==> src/rtl/dp_mem_arbiter.sv <==
// Purpose: two-requester round-robin arbiter owning the dp_mem write and read ports.
// Latency: accepted command reaches mem_* one cycle later; read data returns two cycles after acceptance.
// Backpressure: grants are combinational; a requester holds req/addr/data until it sees its grant.
//
// Ports:
//   clk, rst            clock (rising edge), asynchronous active-low reset
//   wreq*/waddr*/wdata* write requests from requester 0/1, wgnt* combinational grants
//   rreq*/raddr*        read requests from requester 0/1, rgnt* combinational grants
//   rvalid*/rdata*      one-cycle read return strobe and data per requester
//   mem_*               command/data interface to dp_mem (registered), mem_r_data from dp_mem
module dp_mem_arbiter #(
  parameter int ADDR_W = 4,
  parameter int DATA_W = 8
) (
  input  logic              clk,
  input  logic              rst,
  input  logic              wreq0,
  input  logic              wreq1,
  input  logic [ADDR_W-1:0] waddr0,
  input  logic [ADDR_W-1:0] waddr1,
  input  logic [DATA_W-1:0] wdata0,
  input  logic [DATA_W-1:0] wdata1,
  output logic              wgnt0,
  output logic              wgnt1,
  input  logic              rreq0,
  input  logic              rreq1,
  input  logic [ADDR_W-1:0] raddr0,
  input  logic [ADDR_W-1:0] raddr1,
  output logic              rgnt0,
  output logic              rgnt1,
  output logic              rvalid0,
  output logic              rvalid1,
  output logic [DATA_W-1:0] rdata0,
  output logic [DATA_W-1:0] rdata1,
  output logic              mem_enb,
  output logic              mem_wr,
  output logic              mem_rd,
  output logic [ADDR_W-1:0] mem_w_addr,
  output logic [ADDR_W-1:0] mem_r_addr,
  output logic [DATA_W-1:0] mem_w_data,
  input  logic [DATA_W-1:0] mem_r_data
);

  // Priority pointers: 0 favours requester 0 on a tie, 1 favours requester 1.
  logic wptr;
  logic rptr;

  logic              w_any;
  logic              r_any;
  logic              r_cand0;
  logic              r_cand1;
  logic              collide;
  logic [ADDR_W-1:0] w_win_addr;
  logic [DATA_W-1:0] w_win_data;
  logic [ADDR_W-1:0] r_cand_addr;

  // Read-return pipeline: stage 1 aligns with mem_rd, stage 2 with dp_mem r_data.
  logic rd_s1_vld;
  logic rd_s1_id;
  logic rd_s2_vld;
  logic rd_s2_id;

  // Write arbitration; grants are forced low while reset is asserted.
  assign wgnt0      = rst & wreq0 & (~wreq1 | ~wptr);
  assign wgnt1      = rst & wreq1 & (~wreq0 |  wptr);
  assign w_any      = wgnt0 | wgnt1;
  assign w_win_addr = wgnt1 ? waddr1 : waddr0;
  assign w_win_data = wgnt1 ? wdata1 : wdata0;

  // Read arbitration picks a candidate first; the candidate is then withheld
  // if it targets the same address as this cycle's write winner, so the read
  // is retried next cycle and observes the freshly written data.
  assign r_cand0     = rst & rreq0 & (~rreq1 | ~rptr);
  assign r_cand1     = rst & rreq1 & (~rreq0 |  rptr);
  assign r_cand_addr = r_cand1 ? raddr1 : raddr0;
  assign collide     = w_any & (r_cand0 | r_cand1) & (r_cand_addr == w_win_addr);
  assign rgnt0       = r_cand0 & ~collide;
  assign rgnt1       = r_cand1 & ~collide;
  assign r_any       = rgnt0 | rgnt1;

  always_ff @(posedge clk or negedge rst) begin
    if (!rst) begin
      wptr       <= 1'b0;
      rptr       <= 1'b0;
      mem_enb    <= 1'b0;
      mem_wr     <= 1'b0;
      mem_rd     <= 1'b0;
      mem_w_addr <= '0;
      mem_r_addr <= '0;
      mem_w_data <= '0;
      rd_s1_vld  <= 1'b0;
      rd_s1_id   <= 1'b0;
      rd_s2_vld  <= 1'b0;
      rd_s2_id   <= 1'b0;
    end else begin
      mem_wr  <= w_any;
      mem_rd  <= r_any;
      mem_enb <= w_any | r_any;
      // Pointer moves to the other requester only when a grant is taken.
      if (w_any) begin
        mem_w_addr <= w_win_addr;
        mem_w_data <= w_win_data;
        wptr       <= wgnt0;
      end
      if (r_any) begin
        mem_r_addr <= r_cand_addr;
        rptr       <= rgnt0;
      end
      rd_s1_vld <= r_any;
      rd_s1_id  <= rgnt1;
      rd_s2_vld <= rd_s1_vld;
      rd_s2_id  <= rd_s1_id;
    end
  end

  assign rvalid0 = rd_s2_vld & ~rd_s2_id;
  assign rvalid1 = rd_s2_vld &  rd_s2_id;
  assign rdata0  = rvalid0 ? mem_r_data : '0;
  assign rdata1  = rvalid1 ? mem_r_data : '0;

endmodule

==> config.mk <==
export PLATFORM = sky130hd
export DESIGN_NAME = dp_mem_arbiter
export DESIGN_NICKNAME = d
export VERILOG_FILES = /design/src/rtl/dp_mem_arbiter.sv
export SDC_FILE = /design/constraint.sdc
export NUM_CORES = 1
export LEC_CHECK = 0
export BUFFER_PORTS_ARGS = -buffer_cell sky130_fd_sc_hd__buf_2
export CAP_MARGIN = 15
export CORE_UTILIZATION = 33
export CTS_BUF_LIST = sky130_fd_sc_hd__clkbuf_16
export CTS_CLUSTER_SIZE = 12
export DETAILED_ROUTE_END_ITERATION = 8
export PLACE_DENSITY = 0.63
export REMOVE_ABC_BUFFERS = 1
export SLEW_MARGIN = 0
export SYNTH_ARGS = -nofsm -noshare
export SYNTH_HDL_FRONTEND = slang
export SYNTH_SLANG_ARGS = --single-unit
==> constraint.sdc <==
create_clock -name clk -period 5.1 [get_ports clk]
set_input_delay 0.255 -clock clk [delete_from_list [all_inputs] [get_ports clk]]
set_output_delay 0.255 -clock clk [all_outputs]
set_load 0.01 [all_outputs]
======== Word-level counts from Yosys, hierarchy flattened ========
Index checks and enable logic that the tools add are counted.
storage, ports and cells
  logic and storage cells ................. 47
  output and inout port bits .............. 41
  register bits after elaboration ......... 24
  bits of input ports ..................... 46
operators by class
  multiplexer cells ....................... 5
  eq/ne operators ......................... 1
  bitwise gates (word level) .............. 30
operator list
  kind           count
  $mux W8        3
  $and A1 B1 Y1  14
  $mux W4        2
  $not A1 Y1     8
  $or A1 B1 Y1   8
  $eq A4 B4 Y1   1

======== Longest topological paths before layout ========
  depth in word-level cells ............... 10
  mapped depth ............................ 7
  gate-level depth less buffers ........... 6

======== Worst setup path after synthesis ========
OpenSTA, ideal clock, no wires.
  path type ............................... register -> output
  start point ............................. register wptr
  end point ............................... output port rgnt0
  required time ........................... 4.845 ns
  buffers on the path ..................... 0
  cell stages (with the launch flop) ...... 7
  data arrival time ....................... 1.755 ns
  setup slack ............................. 3.090 ns
  cells stage by stage .................... dfrtp_1 -> nand2b_4 -> a31o_1 -> a211oi_2 -> nor3_4 -> and4_1 -> a211oi_1
between the ends
  cells in the longest elaborated chain, start to end .. 8
  elaborated cells on any way between the ends .. 12
  classes of those cells .................. 1 x eq/ne; 1 x mux; 10 x bitwise
RTL lines
  what                                             RTL line  RTL
  start, declared                                  45        logic wptr;
  start signal, assigned                           103       wptr <= wgnt0;
  branches (longest 5 deep; another with $mux W4)  --
  $and A1 B1 Y1 (*)                                76        assign collide = w_any & (r_cand0 | r_cand1) & (r_cand_addr == w_win_addr);
  $not A1 Y1 (*)                                   77        assign rgnt0 = r_cand0 & ~collide;
  $and A1 B1 Y1 (*)                                77
  end, declared                                    29        output logic rgnt0,
Mark *: on every way between the ends.

======== Final worst setup path ========
  start point ............................. input port rst
  end point ............................... output port rgnt1
between the ends
  cells in the longest elaborated chain, start to end .. 7
  elaborated cells on any way between the ends .. 17
  classes of those cells .................. 1 x eq/ne; 2 x mux; 14 x bitwise
RTL lines
  what                                                  RTL line  RTL
  start, declared                                       16        input logic rst,
  $and A1 B1 Y1 (on tied branches) (2 in a row)         --
  $mux W4 (tied with other cells)                       75        assign r_cand_addr = r_cand1 ? raddr1 : raddr0;
  $eq A4 B4 Y1 / $and A1 B1 Y1 (equally long branches)  76
  $and A1 B1 Y1                                         76
  $not A1 Y1                                            78        assign rgnt1 = r_cand1 & ~collide;
  $and A1 B1 Y1 (*)                                     78
  end, declared                                         30        output logic rgnt1,
Every way passes the cells marked *; elsewhere a longest branch is shown, timed or not.

==> results.toml <==
[run_status]
status = "finished clean"

[clocking]
root_buffer = "clkbuf_16"
clk_pin_slew_worst_paths_ps = 60
clkSinkCount = 24
clk_latency_ps = 260
htreeDepth = 1
post_cts_buffers = 0
cts_tree = "built"
cts_buffers = 3
cts.repair.resized = 0
cts_buffer_depth = 2
holdBufCountCts = 0

[setup_path]
reg2reg_slack_ps = 3020
cp_max_fo = 37
cp_slowest_cell = "buf_2"
critical_path_class = "in -> out"
worst_ep_arrival_time_ps = 2510
max_stage_delay_ps = 570
reg2reg_depth = 6
start_kind = "input pin"
r2r-start = "wptr"
cp.required_ps = 4850
timing.rr.end = "mem_r_addr[2]"
path_cells = "buf_2 -> nand3_2 -> mux2i_1 -> xnor2_1 -> and4_1 -> nor2_1 -> buf_2"
endpoint_kind = "output pin"
crit_top_cell = "buf_2"

[die]
ios = 87
die_y_microns = 65.8
floorplan.initialDensity_pct = 35.6
die_w_microns = 65.8
die_area_sq_mm = 0.00433
core-area_sq_mm = 0.00377
num_rows = 22

[global_routing]
grt_pass1_wl_mm = 5.40
grt_overflow = 0
grt_pass1_vias = 1229
grt_usage_pct = 16.4
antenna_found_initial = 0
grt_max_degree = 38

[synthesis]
synth_area_sq_mm = 0.00134
synth_compound_area_share_pct = 14.9
yosys.cell_types.count = 38
synth_top_area_share_pct = 44.7
synth_ff_type = "dfrtp_1"
synth.area.top_cells = "dfrtp_1, nor2_1, mux2i_1"
synth_xor_area_share_pct = 2.51
async_flop_share_pct = 100
synthSimpleGateAreaFrac_pct = 25.0
synth_edf_count = 0
synthAdderAreaFrac_pct = 0
synth_seq_area_share_pct = 44.7
syn_avg_cell_area_sq_um = 10.3
synth_area_leader_cell = "dfrtp_1"
synthMuxAreaShare_pct = 8.19
postSynthCellCount = 131
synth_top_family_by_area = "simple AND/OR/NAND/NOR gates"
yosys_warnings = 0
synth_seq_cells = 24

[placement]
dp_hpwl_mm = 2.63
dp_slack_ps = 2260
port_buffers = 86
gp_congestion = 0.766
dp_cells = 261
placed_cell_area_sq_mm = 0.00180

[layout]
final_cell_mix = "buf_2, dfrtp_1, nor2_1"
fin_util_pct = 50.6
drive_gt1_share_pct = 47.0
nets = 264
flow.area_growth_from_synthesis_pct = 42.1
layout_commonest_cell = "buf_2"
n_antenna_cell = 0
finalNonFillerCells = 265
final_cell_area_sq_mm = 0.00191
n_fill_cell = 345

[sta]
fin_ws_ps = 2340
rsz0062_at_grt = "no"
min_period_ps = 2760
timing.fmax_mhz = 362
finClkSkew_ps = 2.09
setup_violations = 0
worst_pin_slew_ps = 742
slew_headroom_pct = 50.5
setup_tns_ps = 0
hold_viol_final = 0
drv_slew = 0
post-route-period-util_pct = 54.2

[routing]
drt_wl_total_mm = 3.36
drt_iter0_markers = 37
firstDrtPassIters = 4
drc = 0
wl_per_cell_microns = 12.7
ant_nets = 0
num_vias = 1316
avgViaCountPerCell = 4.97

[pwr]
p_leak_nw = 1.04
pwr_density_cell_mw_per_mm2 = 327
ir_drop_mv = 0.167

[job]
cap_violations = 0

[worst_hold_path]
hold_class = "in -> async"
metrics by stage:
step,total power [mW],hold slack (ps)
after global placement,0.400,345
after detailed placement,0.402,335
final,0.624,53.7
after global routing,0.662,119
after CTS,0.630,75.0
after floorplan,0.330,-40.6
worst max-delay path by stage:
stage	start	cells past startpoint	endpoint	slack [ps]
floorplan	wptr	6	rgnt0	3090
global placement	rst	7	rgnt1	2360
detailed placement	rst	7	rgnt1	2260
CTS	rst	7	rgnt1	2280
global route	rst	7	rgnt0	2020
finish	rst	7	rgnt1	2340
critical path: cells and delay by family:
| kind | cells | cell delay (ps) |
|---|---|---|
| and+or+nand+nor | 3 | 860 |
| muxes | 1 | 250 |
| xor gates and xnor gates | 1 | 410 |
| buffers and inverters | 2 | 710 |
Yosys cell counts, types with 3 or more instances:
cell type   n
mux2i_1     6
o21ai_0     3
inv_1       9
and2_1      9
dfrtp_1    24
and3_1      8
nor2_1     18
nand2_1     6
o22ai_1     8
a31oi_1     3
where the power goes:
| part | switching, mW | internal, mW | total [mW] |
|---|---|---|---|
| logic | 0.0852 | 0.0738 | 0.159 |
| registers | 0.0193 | 0.218 | 0.238 |
| clock network | 0.0713 | 0.156 | 0.227 |
metal layers:
| layer | part of all wire [%] | vias to the layer above | global-route usage [%] |
|---|---|---|---|
| met2 | 51 | 57 | 29.3 |
| li1 | - | 640 | - |
| met4 | 0.74 | 0 | 5.71 |
| met5 | 0 | - | 0 |
| met1 | 40 | 617 | 18.5 |
| met3 | 8.1 | 2 | 4.66 |
sequential cells by signal (all words and copies together), names as in the netlist:
register,flops
mem_w_data,8
rd_s2_vld,1
wptr,1
rptr,1
rd_s1_vld,1
rd_s2_id,1
mem_wr,1
mem_w_addr,4
mem_r_addr,4
mem_enb,1
rd_s1_id,1
final cells by class:
type,count,area (sq um),area share (%)
clock buffer,3,75.1,3.93
clock inverter,1,30.0,1.57
inverter,9,33.8,1.77
multi-input combinational,94,679,35.6
sequential,24,601,31.5
tap,48,60.1,3.15
timing repair buffer,86,430,22.5
kinds of logic (layout without fill, tap and decap cells):
| kind of cell | count (synthesis) | count (layout) |
|---|---|---|
| compound gates | 26 | 26 |
| xor+xnor | 3 | 3 |
| buf+inv | 13 | 99 |
| flops | 24 | 24 |
| mux | 9 | 9 |
| simple gates | 56 | 56 |
Note: power is estimated with default switching activity, not from simulation.
